<file path="src/rtl/cache_pkg.sv">
// ---------------------------------------------------------------------------
// cache_pkg: controller state encoding and geometry helper functions.
// Rev 1.0
// ---------------------------------------------------------------------------
`default_nettype none

package cache_pkg;

  localparam int STATE_W = 3;

  typedef enum logic [STATE_W-1:0] {
    S_IDLE   = 3'd0,
    S_WB     = 3'd1,
    S_FILL   = 3'd2,
    S_CWRITE = 3'd3,
    S_DONE   = 3'd4
  } state_e;

  function automatic int words(input int off_w);
    return 1 << (off_w - 1);
  endfunction

  function automatic int addr_w(input int tag_w, input int idx_w, input int off_w);
    return tag_w + idx_w + off_w;
  endfunction

endpackage

`default_nettype wire

</file>
<file path="src/rtl/cache_lru_array.sv">
// ---------------------------------------------------------------------------
// cache_lru_array: one LRU bit per set, one read and one write port.
// Rev 1.0
// ---------------------------------------------------------------------------
`default_nettype none

module cache_lru_array #(
  parameter int IDX_W  = 8,
  parameter bit ENABLE = 1'b1
) (
  input  logic             clk,
  input  logic             rst,
  input  logic [IDX_W-1:0] rd_idx_i,
  output logic             rd_val_o,
  input  logic [IDX_W-1:0] wr_idx_i,
  input  logic             wr_val_i,
  input  logic             wr_en_i
);

  localparam int SETS = 1 << IDX_W;

  generate
    if (ENABLE) begin : g_lru
      logic [SETS-1:0] lru_q;

      always_ff @(posedge clk or posedge rst) begin
        if (rst)          lru_q <= '0;
        else if (wr_en_i) lru_q[wr_idx_i] <= wr_val_i;
      end

      assign rd_val_o = lru_q[rd_idx_i];
    end else begin : g_tie
      // A direct-mapped cache has no replacement choice to remember.
      logic unused_lru;
      assign unused_lru = ^{clk, rst, rd_idx_i, wr_idx_i, wr_val_i, wr_en_i};
      assign rd_val_o   = 1'b0;
    end
  endgenerate

endmodule

`default_nettype wire

</file>
<file path="src/rtl/dff.sv">
// ---------------------------------------------------------------------------
// dff: parameterised register with asynchronous active-high reset.
// Rev 1.0
// ---------------------------------------------------------------------------
`default_nettype none

module dff #(
  parameter int              WIDTH   = 1,
  parameter logic [WIDTH-1:0] RST_VAL = '0
) (
  input  logic             clk,
  input  logic             rst,
  input  logic [WIDTH-1:0] d_i,
  output logic [WIDTH-1:0] q_o
);

  always_ff @(posedge clk or posedge rst) begin
    if (rst) q_o <= RST_VAL;
    else     q_o <= d_i;
  end

endmodule

`default_nettype wire

</file>
<file path="src/rtl/cache_ctrl_nway.sv">
// ---------------------------------------------------------------------------
// cache_ctrl_nway: write-back, write-allocate controller for a 1/2-way cache.
// Rev 1.0
// ---------------------------------------------------------------------------
`default_nettype none

module cache_ctrl_nway
  import cache_pkg::*;
#(
  parameter int TAG_W   = 5,
  parameter int IDX_W   = 8,
  parameter int OFF_W   = 3,
  parameter int WAYS    = 2,
  parameter int MEM_LAT = 2
) (
  input  logic                          clk,
  input  logic                          rst,
  input  logic                          Rd,
  input  logic                          Wr,
  input  logic [TAG_W-1:0]              tag_in,
  input  logic [IDX_W-1:0]              index_in,
  input  logic [OFF_W-1:0]              offset_in,
  input  logic [WAYS-1:0]               hit,
  input  logic [WAYS-1:0]               valid,
  input  logic [WAYS-1:0]               dirty,
  input  logic [WAYS*TAG_W-1:0]         tag_out,
  input  logic                          mem_stall,
  output logic [WAYS-1:0]               way_sel,
  output logic                          comp,
  output logic                          write,
  output logic                          valid_in,
  output logic                          cache_in,
  output logic                          mem_in,
  output logic [OFF_W-1:0]              offset_out,
  output logic [TAG_W+IDX_W+OFF_W-1:0]  mem_addr,
  output logic                          read_mem,
  output logic                          write_mem,
  output logic                          Stall,
  output logic                          CacheHit,
  output logic                          done
);

  localparam int WORDS = words(OFF_W);
  localparam int AW    = addr_w(TAG_W, IDX_W, OFF_W);
  localparam int WB    = OFF_W - 1;
  localparam int BW    = OFF_W;
  localparam int SW    = WB + 1;
  localparam int SR_W  = MEM_LAT * SW;
  localparam logic [BW-1:0] LAST_BEAT = BW'(WORDS - 1);
  localparam logic [BW-1:0] ALL_BEATS = BW'(WORDS);

  logic [STATE_W-1:0] state_raw_q;
  state_e             state_q, state_d;
  logic [BW-1:0]      beat_q, beat_d;
  logic [SR_W-1:0]    sr_q, sr_d;
  logic [SW-1:0]      sr_in;
  logic [WAYS-1:0]    victim_q, victim_d;

  dff #(.WIDTH(STATE_W)) u_state  (.clk(clk), .rst(rst), .d_i(state_d),  .q_o(state_raw_q));
  dff #(.WIDTH(BW))      u_beat   (.clk(clk), .rst(rst), .d_i(beat_d),   .q_o(beat_q));
  dff #(.WIDTH(SR_W))    u_sr     (.clk(clk), .rst(rst), .d_i(sr_d),     .q_o(sr_q));
  dff #(.WIDTH(WAYS))    u_victim (.clk(clk), .rst(rst), .d_i(victim_d), .q_o(victim_q));

  assign state_q = state_e'(state_raw_q);

  // Stage 0 takes the newest beat; the top stage is the word arriving now.
  generate
    if (MEM_LAT > 1) begin : g_sr_shift
      assign sr_d = {sr_q[SR_W-SW-1:0], sr_in};
    end else begin : g_sr_single
      assign sr_d = sr_in;
    end
  endgenerate

  logic          ret_vld;
  logic [WB-1:0] ret_word;
  logic          pend;

  assign ret_vld  = sr_q[SR_W-1];
  assign ret_word = sr_q[SR_W-2 -: WB];

  always_comb begin
    pend = 1'b0;
    for (int s = 0; s < MEM_LAT - 1; s++) pend = pend | sr_q[s*SW + WB];
  end

  logic            req, is_wr, is_rd, any_hit;
  logic [WAYS-1:0] hv, hit_oh, inv_oh, victim_sel;
  logic            hit_idx, victim_idx, victim_dirty, lru_rd;
  logic [TAG_W-1:0] vtag;
  logic            lru_we, lru_wval;

  assign req     = Rd | Wr;
  assign is_wr   = Wr;
  assign is_rd   = Rd & ~Wr;
  assign hv      = hit & valid;
  assign any_hit = |hv;

  // Descending scan so the lowest-index match wins.
  always_comb begin
    hit_oh  = '0;
    inv_oh  = '0;
    hit_idx = 1'b0;
    for (int w = WAYS - 1; w >= 0; w--) begin
      if (hv[w]) begin
        hit_oh    = '0;
        hit_oh[w] = 1'b1;
        hit_idx   = (w != 0);
      end
      if (!valid[w]) begin
        inv_oh    = '0;
        inv_oh[w] = 1'b1;
      end
    end
  end

  always_comb begin
    victim_sel = '0;
    if (|inv_oh) begin
      victim_sel = inv_oh;
    end else begin
      for (int w = 0; w < WAYS; w++) begin
        if ((w != 0) == lru_rd) victim_sel[w] = 1'b1;
      end
    end
  end

  assign victim_dirty = |(victim_sel & dirty);

  always_comb begin
    victim_idx = 1'b0;
    vtag       = '0;
    for (int w = 0; w < WAYS; w++) begin
      if (victim_q[w]) begin
        victim_idx = (w != 0);
        vtag       = tag_out[w*TAG_W +: TAG_W];
      end
    end
  end

  cache_lru_array #(
    .IDX_W  (IDX_W),
    .ENABLE (WAYS > 1)
  ) u_lru (
    .clk      (clk),
    .rst      (rst),
    .rd_idx_i (index_in),
    .rd_val_o (lru_rd),
    .wr_idx_i (index_in),
    .wr_val_i (lru_wval),
    .wr_en_i  (lru_we)
  );

  always_comb begin
    state_d    = state_q;
    beat_d     = beat_q;
    victim_d   = victim_q;
    sr_in      = '0;
    lru_we     = 1'b0;
    lru_wval   = 1'b0;
    way_sel    = '0;
    comp       = 1'b0;
    write      = 1'b0;
    valid_in   = 1'b0;
    cache_in   = 1'b0;
    mem_in     = 1'b0;
    offset_out = offset_in;
    mem_addr   = '0;
    read_mem   = 1'b0;
    write_mem  = 1'b0;
    Stall      = 1'b1;
    CacheHit   = 1'b0;
    done       = 1'b0;

    case (state_q)
      S_IDLE: begin
        Stall  = 1'b0;
        beat_d = '0;
        if (req) begin
          comp    = 1'b1;
          way_sel = '1;
          if (any_hit) begin
            CacheHit = 1'b1;
            done     = 1'b1;
            way_sel  = hit_oh;
            if (is_wr) begin
              write    = 1'b1;
              valid_in = 1'b1;
            end else begin
              cache_in = 1'b1;
            end
            lru_we   = 1'b1;
            lru_wval = ~hit_idx;
          end else begin
            victim_d = victim_sel;
            state_d  = victim_dirty ? S_WB : S_FILL;
          end
        end
      end

      S_WB: begin
        write_mem  = 1'b1;
        mem_in     = 1'b1;
        way_sel    = victim_q;
        offset_out = {beat_q[WB-1:0], 1'b0};
        mem_addr   = AW'({vtag, index_in, beat_q[WB-1:0], 1'b0});
        if (!mem_stall) begin
          if (beat_q == LAST_BEAT) begin
            beat_d  = '0;
            state_d = S_FILL;
          end else begin
            beat_d = beat_q + 1'b1;
          end
        end
      end

      S_FILL: begin
        if (beat_q < ALL_BEATS) begin
          read_mem = 1'b1;
          mem_addr = AW'({tag_in, index_in, beat_q[WB-1:0], 1'b0});
          if (!mem_stall) begin
            sr_in  = {1'b1, beat_q[WB-1:0]};
            beat_d = beat_q + 1'b1;
          end
        end else if (!pend) begin
          // Last word is on the return port now; nothing else is in flight.
          beat_d   = '0;
          lru_we   = 1'b1;
          lru_wval = ~victim_idx;
          state_d  = is_wr ? S_CWRITE : S_DONE;
        end
        if (ret_vld) begin
          write      = 1'b1;
          valid_in   = 1'b1;
          cache_in   = 1'b1;
          way_sel    = victim_q;
          offset_out = {ret_word, 1'b0};
        end
      end

      S_CWRITE: begin
        comp     = 1'b1;
        write    = 1'b1;
        valid_in = 1'b1;
        way_sel  = victim_q;
        state_d  = S_DONE;
      end

      S_DONE: begin
        done    = 1'b1;
        way_sel = victim_q;
        if (is_rd) begin
          comp     = 1'b1;
          cache_in = 1'b1;
        end
        state_d = S_IDLE;
      end

      default: state_d = S_IDLE;
    endcase
  end

endmodule

`default_nettype wire

</file>
<file path="config.mk">
export PLATFORM = sky130hd
export DESIGN_NAME = cache_ctrl_nway
export DESIGN_NICKNAME = d
export VERILOG_FILES = /design/src/rtl/cache_pkg.sv /design/src/rtl/cache_lru_array.sv /design/src/rtl/dff.sv /design/src/rtl/cache_ctrl_nway.sv
export SDC_FILE = /design/constraint.sdc
export NUM_CORES = 1
export LEC_CHECK = 0
export CAP_MARGIN = 10
export CORE_MARGIN = 5
export CORE_UTILIZATION = 50
export CTS_CLUSTER_DIAMETER = 150
export DETAILED_ROUTE_END_ITERATION = 8
export PLACE_DENSITY = 0.71
export SYNTH_ARGS = -nofsm -noshare
export SYNTH_HDL_FRONTEND = slang
export SYNTH_HIERARCHICAL = 1
export SYNTH_SLANG_ARGS = --single-unit
</file>
<file path="constraint.sdc">
create_clock -name clk -period 8.8 [get_ports clk]
set_input_delay 1.76 -clock clk [delete_from_list [all_inputs] [get_ports clk]]
set_output_delay 1.76 -clock clk [all_outputs]
set_load 0.01 [all_outputs]
</file>
==> summary by stage <==
Synth
Counting every net in the synthesized netlist gives ~1,300. A synthesized cell averages around 11 sq um. The xor and xnor fraction of the mapped netlist area is 0%. The fraction of post-synthesis cell area in the top cell type by area is between 40% and 50%. The multiplexer share of the synthesized area is between 30% and 40%. The cell area that synthesis handed to floorplanning was between 10,000 and 15,000 sq um. The number of enable-type register cells in the synthesized netlist is 0. During synthesis, Yosys emitted a total of 6 warnings. The main combinational cell family by area after synthesis is multiplexers. For this run, the leading register cell type out of synthesis is sky130_fd_sc_hd__dfrtp_1. Yosys mapped the design onto 63 distinct sky130hd cell types. By area the synthesized netlist is led by sky130_fd_sc_hd__dfrtp_1 47%, sky130_fd_sc_hd__mux2_2 19%, sky130_fd_sc_hd__nand2_1 7.2%. The synthesized design spends more area on one cell type than any other, namely sky130_fd_sc_hd__dfrtp_1. The proportion of synthesized chip area in sequential cells is between 40% and 50%.

Summing the areas of all fa, ha and maj instances in the mapped netlist gives less than 1% of the synthesized area. Summing the areas of all compound-gate instances in the mapped netlist gives 4.908% of the synthesized area. Synthesis produced around 1,300 cells. The synthesized design contains 270 register bits. After synthesis, the share of flip-flops with an asynchronous set or reset is 100.0%. The synthesized-area fraction occupied by and/or/nand/nor cells is approximately an eighth.

Critical path
The most critical setup path has its startpoint at Wr. The count of buffering cells on the critical path with inverters included is 2. At the worst endpoint, the required time is roughly 7.0 ns.

Grouping stages by cell kind, the critical path spends the most delay in buffers and inverters. STA classifies the critical path endpoint as an output pin. The worst setup path is launched from a primary input. The top fanout value on the critical path is 6.

The maximum cell stage delay along the critical path is ~0.66 ns. Traced cell by cell, the critical path runs through clkdlybuf4s50_1, o21ai_0, a21oi_1, a21o_1, clkdlybuf4s50_1. In this run the critical register-to-register path is launched from u_state/q_o[0]. The largest individual stage delay along the critical path comes from the cell sky130_fd_sc_hd__o21ai_0. The critical setup path kind is primary input to output pin. The most repeated library cell on the critical path is sky130_fd_sc_hd__clkdlybuf4s50_1.

The arrival time at the worst endpoint is around 3.7 ns.

Floorplan
The core outline area is between 20,000 and 30,000 sq um. The initial core utilization is approximately half. The row count is 62.

In this run the vertical extent of the chip is ~180 um. The number of top-level design ports is 68. Measured along the x axis, the die boundary spans between 150 and 200 um. The floorplan step defined a die boundary enclosing approximately 32,000 sq um.

Clock tree
The clock tree root buffer cell is sky130_fd_sc_hd__clkbuf_16. The total clock sinks is 270. At the later pin of the worst-skew pair, clock insertion delay measures 0.55 ns. The number of CTS-inserted buffers is 30. The maximum clock insertion buffer count is 3.

The clock tree from TritonCTS is built. CTS built an H-tree with a depth of 1. The post-cts resize count is 0.

The clock-pin slew on the worst setup and hold paths is around 0.050 ns. After clock tree synthesis, the flow added hold-fix buffers numbering 0. In this run the post-CTS setup repair buffer count came out at 0.

Timing
Setup repair after global routing left no endpoint under its margin. The count of endpoints failing setup in the final report is 0. The final number of max-transition violations is 0. The normalized max-slew margin is 14.23%.

The slew of the pin with the lowest slew margin is 1.287 ns. After layout, the worst path uses around 61% of the clock period. The maximum clock frequency is about 180 MHz. The total negative slack for setup checks is 0 ns. The worst clock skew on the final layout is 0.009147 ns. The final-report hold violation count is 0. The minimum period implied by the final worst setup slack is between 5 and 6 ns.

Power
The share of total power dissipated in the clock network is between 40% and 50%. Of the total power, the share spent switching nets is 27.78%. The maximum vdd ir drop is 0.0001378 V.

Internal power comes to 2.264 mW. The share of total power dissipated in sequential elements is between 40% and 50%. The analysis attributes to cell leakage a power of around 7.4 nW. The analysis attributes to net switching a power of 0.8709 mW. Dividing total power by cell area gives a power density of around 190 nW/um^2. Per report_power, the combinational group accounts for 17.7% of the total.

GRT
The global-route wire length before repair is just under 60 mm. Entering global routing, the biggest net connects between 200 and 300 pins. The via count of the first global-routing pass came to between 10,000 and 15,000. Global routing used between 20 and 25% of the available tracks. The number of antenna violations at the first check in global routing is 0. The total overflow left after global routing is 0.

Finish
For this run, the post-layout net count is about 1,300. Leaving out fill and tap cells, the most frequent cell in the layout is sky130_fd_sc_hd__nand2_1. From synthesis to final layout, the design area changed by 13.49%. The post-route netlist has 30.23% of its cells at a drive strength greater than 1. The library cells used most frequently in the layout, excluding fill and tap cells, are 278 x sky130_fd_sc_hd__nand2_1, 270 x sky130_fd_sc_hd__dfrtp_1, 241 x sky130_fd_sc_hd__mux2_2.

The total non-filler cell area in the finished layout is 16,350 sq um. The number of antenna repair diodes is 0.

Status
The flow ran to the end, and the final reports show no timing, DRC or antenna violations.

Placement
The number of buffer cells added on primary ports is 66. The total placed instance area is between 15,000 and 20,000 sq um. The global placement routability congestion is roughly 0.87.

The wire-length estimate of the detail-placed layout is ~22 mm.

Worst hold path
The worst hold path begins at u_sr/q_o[0]. The class of the tightest hold or removal check is flop to flop.

Drt
Dividing the detail-routed wire length by the instance count gives roughly 21 um. The post-detailed-route DRC marker count is 0. The routed design has ~36 mm of wire. The routed layout has between 10,000 and 15,000 vias. The initial DRC count is around 920.

The ratio of routed vias to standard cells is ~5.9. The first detailed-routing pass took 5 iterations. The number of nets with antenna violations after detailed routing is 0.

Run
The tool flagged a number of max-cap violations equal to 0.
-- per-layer routing --
| layer | track usage (%) | wire length, um | vias to the layer above |
|---|---|---|---|
| li1 | - | - | 4526 |
| met3 | 3.759 | 2144 | 75 |
| met5 | 0 | 0 | - |
| met4 | 6.187 | 1051 | 0 |
| met2 | 36.01 | 17320 | 361 |
| met1 | 31.07 | 15620 | 5151 |
-- power by group through the flow --
stage / clock, mW / combinational, mW / sequential [mW]
finish: 1.26 / 0.555 / 1.32
global placement: 0 / 0.551 / 1.34
CTS: 1.28 / 0.558 / 1.32
global route: 1.34 / 0.602 / 1.33
detailed placement: 0 / 0.557 / 1.35
floorplan: 0 / 0.370 / 1.31
-- worst paths after layout --
check | end | slack, ns | cells after the start
setup reg to reg | u_lru/g_lru.lru_q[8] | 5.21 | 8
min in group asynchronous | u_victim/q_o[0] | 1.60 | 2
hold reg to reg | u_sr/q_o[3] | 0.35 | 0
hold / removal | u_sr/q_o[3] | 0.35 | 0
max in group asynchronous | u_lru/g_lru.lru_q[229] | 4.98 | 4
setup / recovery | way_sel[1] | 3.39 | 5
-- through the flow --
stage	utilization, %	setup slack, ns	cells	hold WS, ns	power (mW)
floorplan	-	3.668	1266	0.3312	1.682
global placement	53.69	3.215	1647	0.3314	1.894
detailed placement	53.69	3.125	1647	0.3365	1.902
CTS	57.22	3.416	1703	0.3494	3.165
global route	57.26	3.244	1704	0.3547	3.267
finish	57.26	3.389	1704	0.3467	3.135
-- final cells by class --
cell class | instances | area (sq um)
fill | 2417 | 12200
inverter | 19 | 75.07
tap | 384 | 480.5
clock inverter | 7 | 63.81
clock buffer | 49 | 943.4
timing repair buffer | 102 | 954.7
sequential | 270 | 6756
multi-input combinational | 873 | 7073
-- logic make-up after synthesis --
group / count (synthesis)
buffers and inverters: 123
other: 1
muxes: 357
DFF: 270
adders and majority gates: 4
and+or+nand+nor: 410
AOI/OAI and AO/OA: 101
-- cell usage after synthesis (14+ instances only) --
cell                       instances
sky130_fd_sc_hd__inv_1            14
sky130_fd_sc_hd__nor3_2           14
sky130_fd_sc_hd__nor2_1           30
sky130_fd_sc_hd__mux2_1           17
sky130_fd_sc_hd__o22ai_1          22
sky130_fd_sc_hd__mux4_2           31
sky130_fd_sc_hd__mux2_2          241
sky130_fd_sc_hd__nand2_1         278
sky130_fd_sc_hd__clkbuf_1         50
sky130_fd_sc_hd__dfrtp_1         270
sky130_fd_sc_hd__a22oi_1          14
sky130_fd_sc_hd__o21ai_0          16
sky130_fd_sc_hd__mux2i_1          63
sky130_fd_sc_hd__buf_2            34
-- state kept, by name (all words and copies together), names as in the netlist --
name               flops
u_lru/g_lru.lru_q    256
u_beat/q_o             3
u_sr/q_o               6
u_state/q_o            3
u_victim/q_o           2
Power figures use the tool's default switching activity.
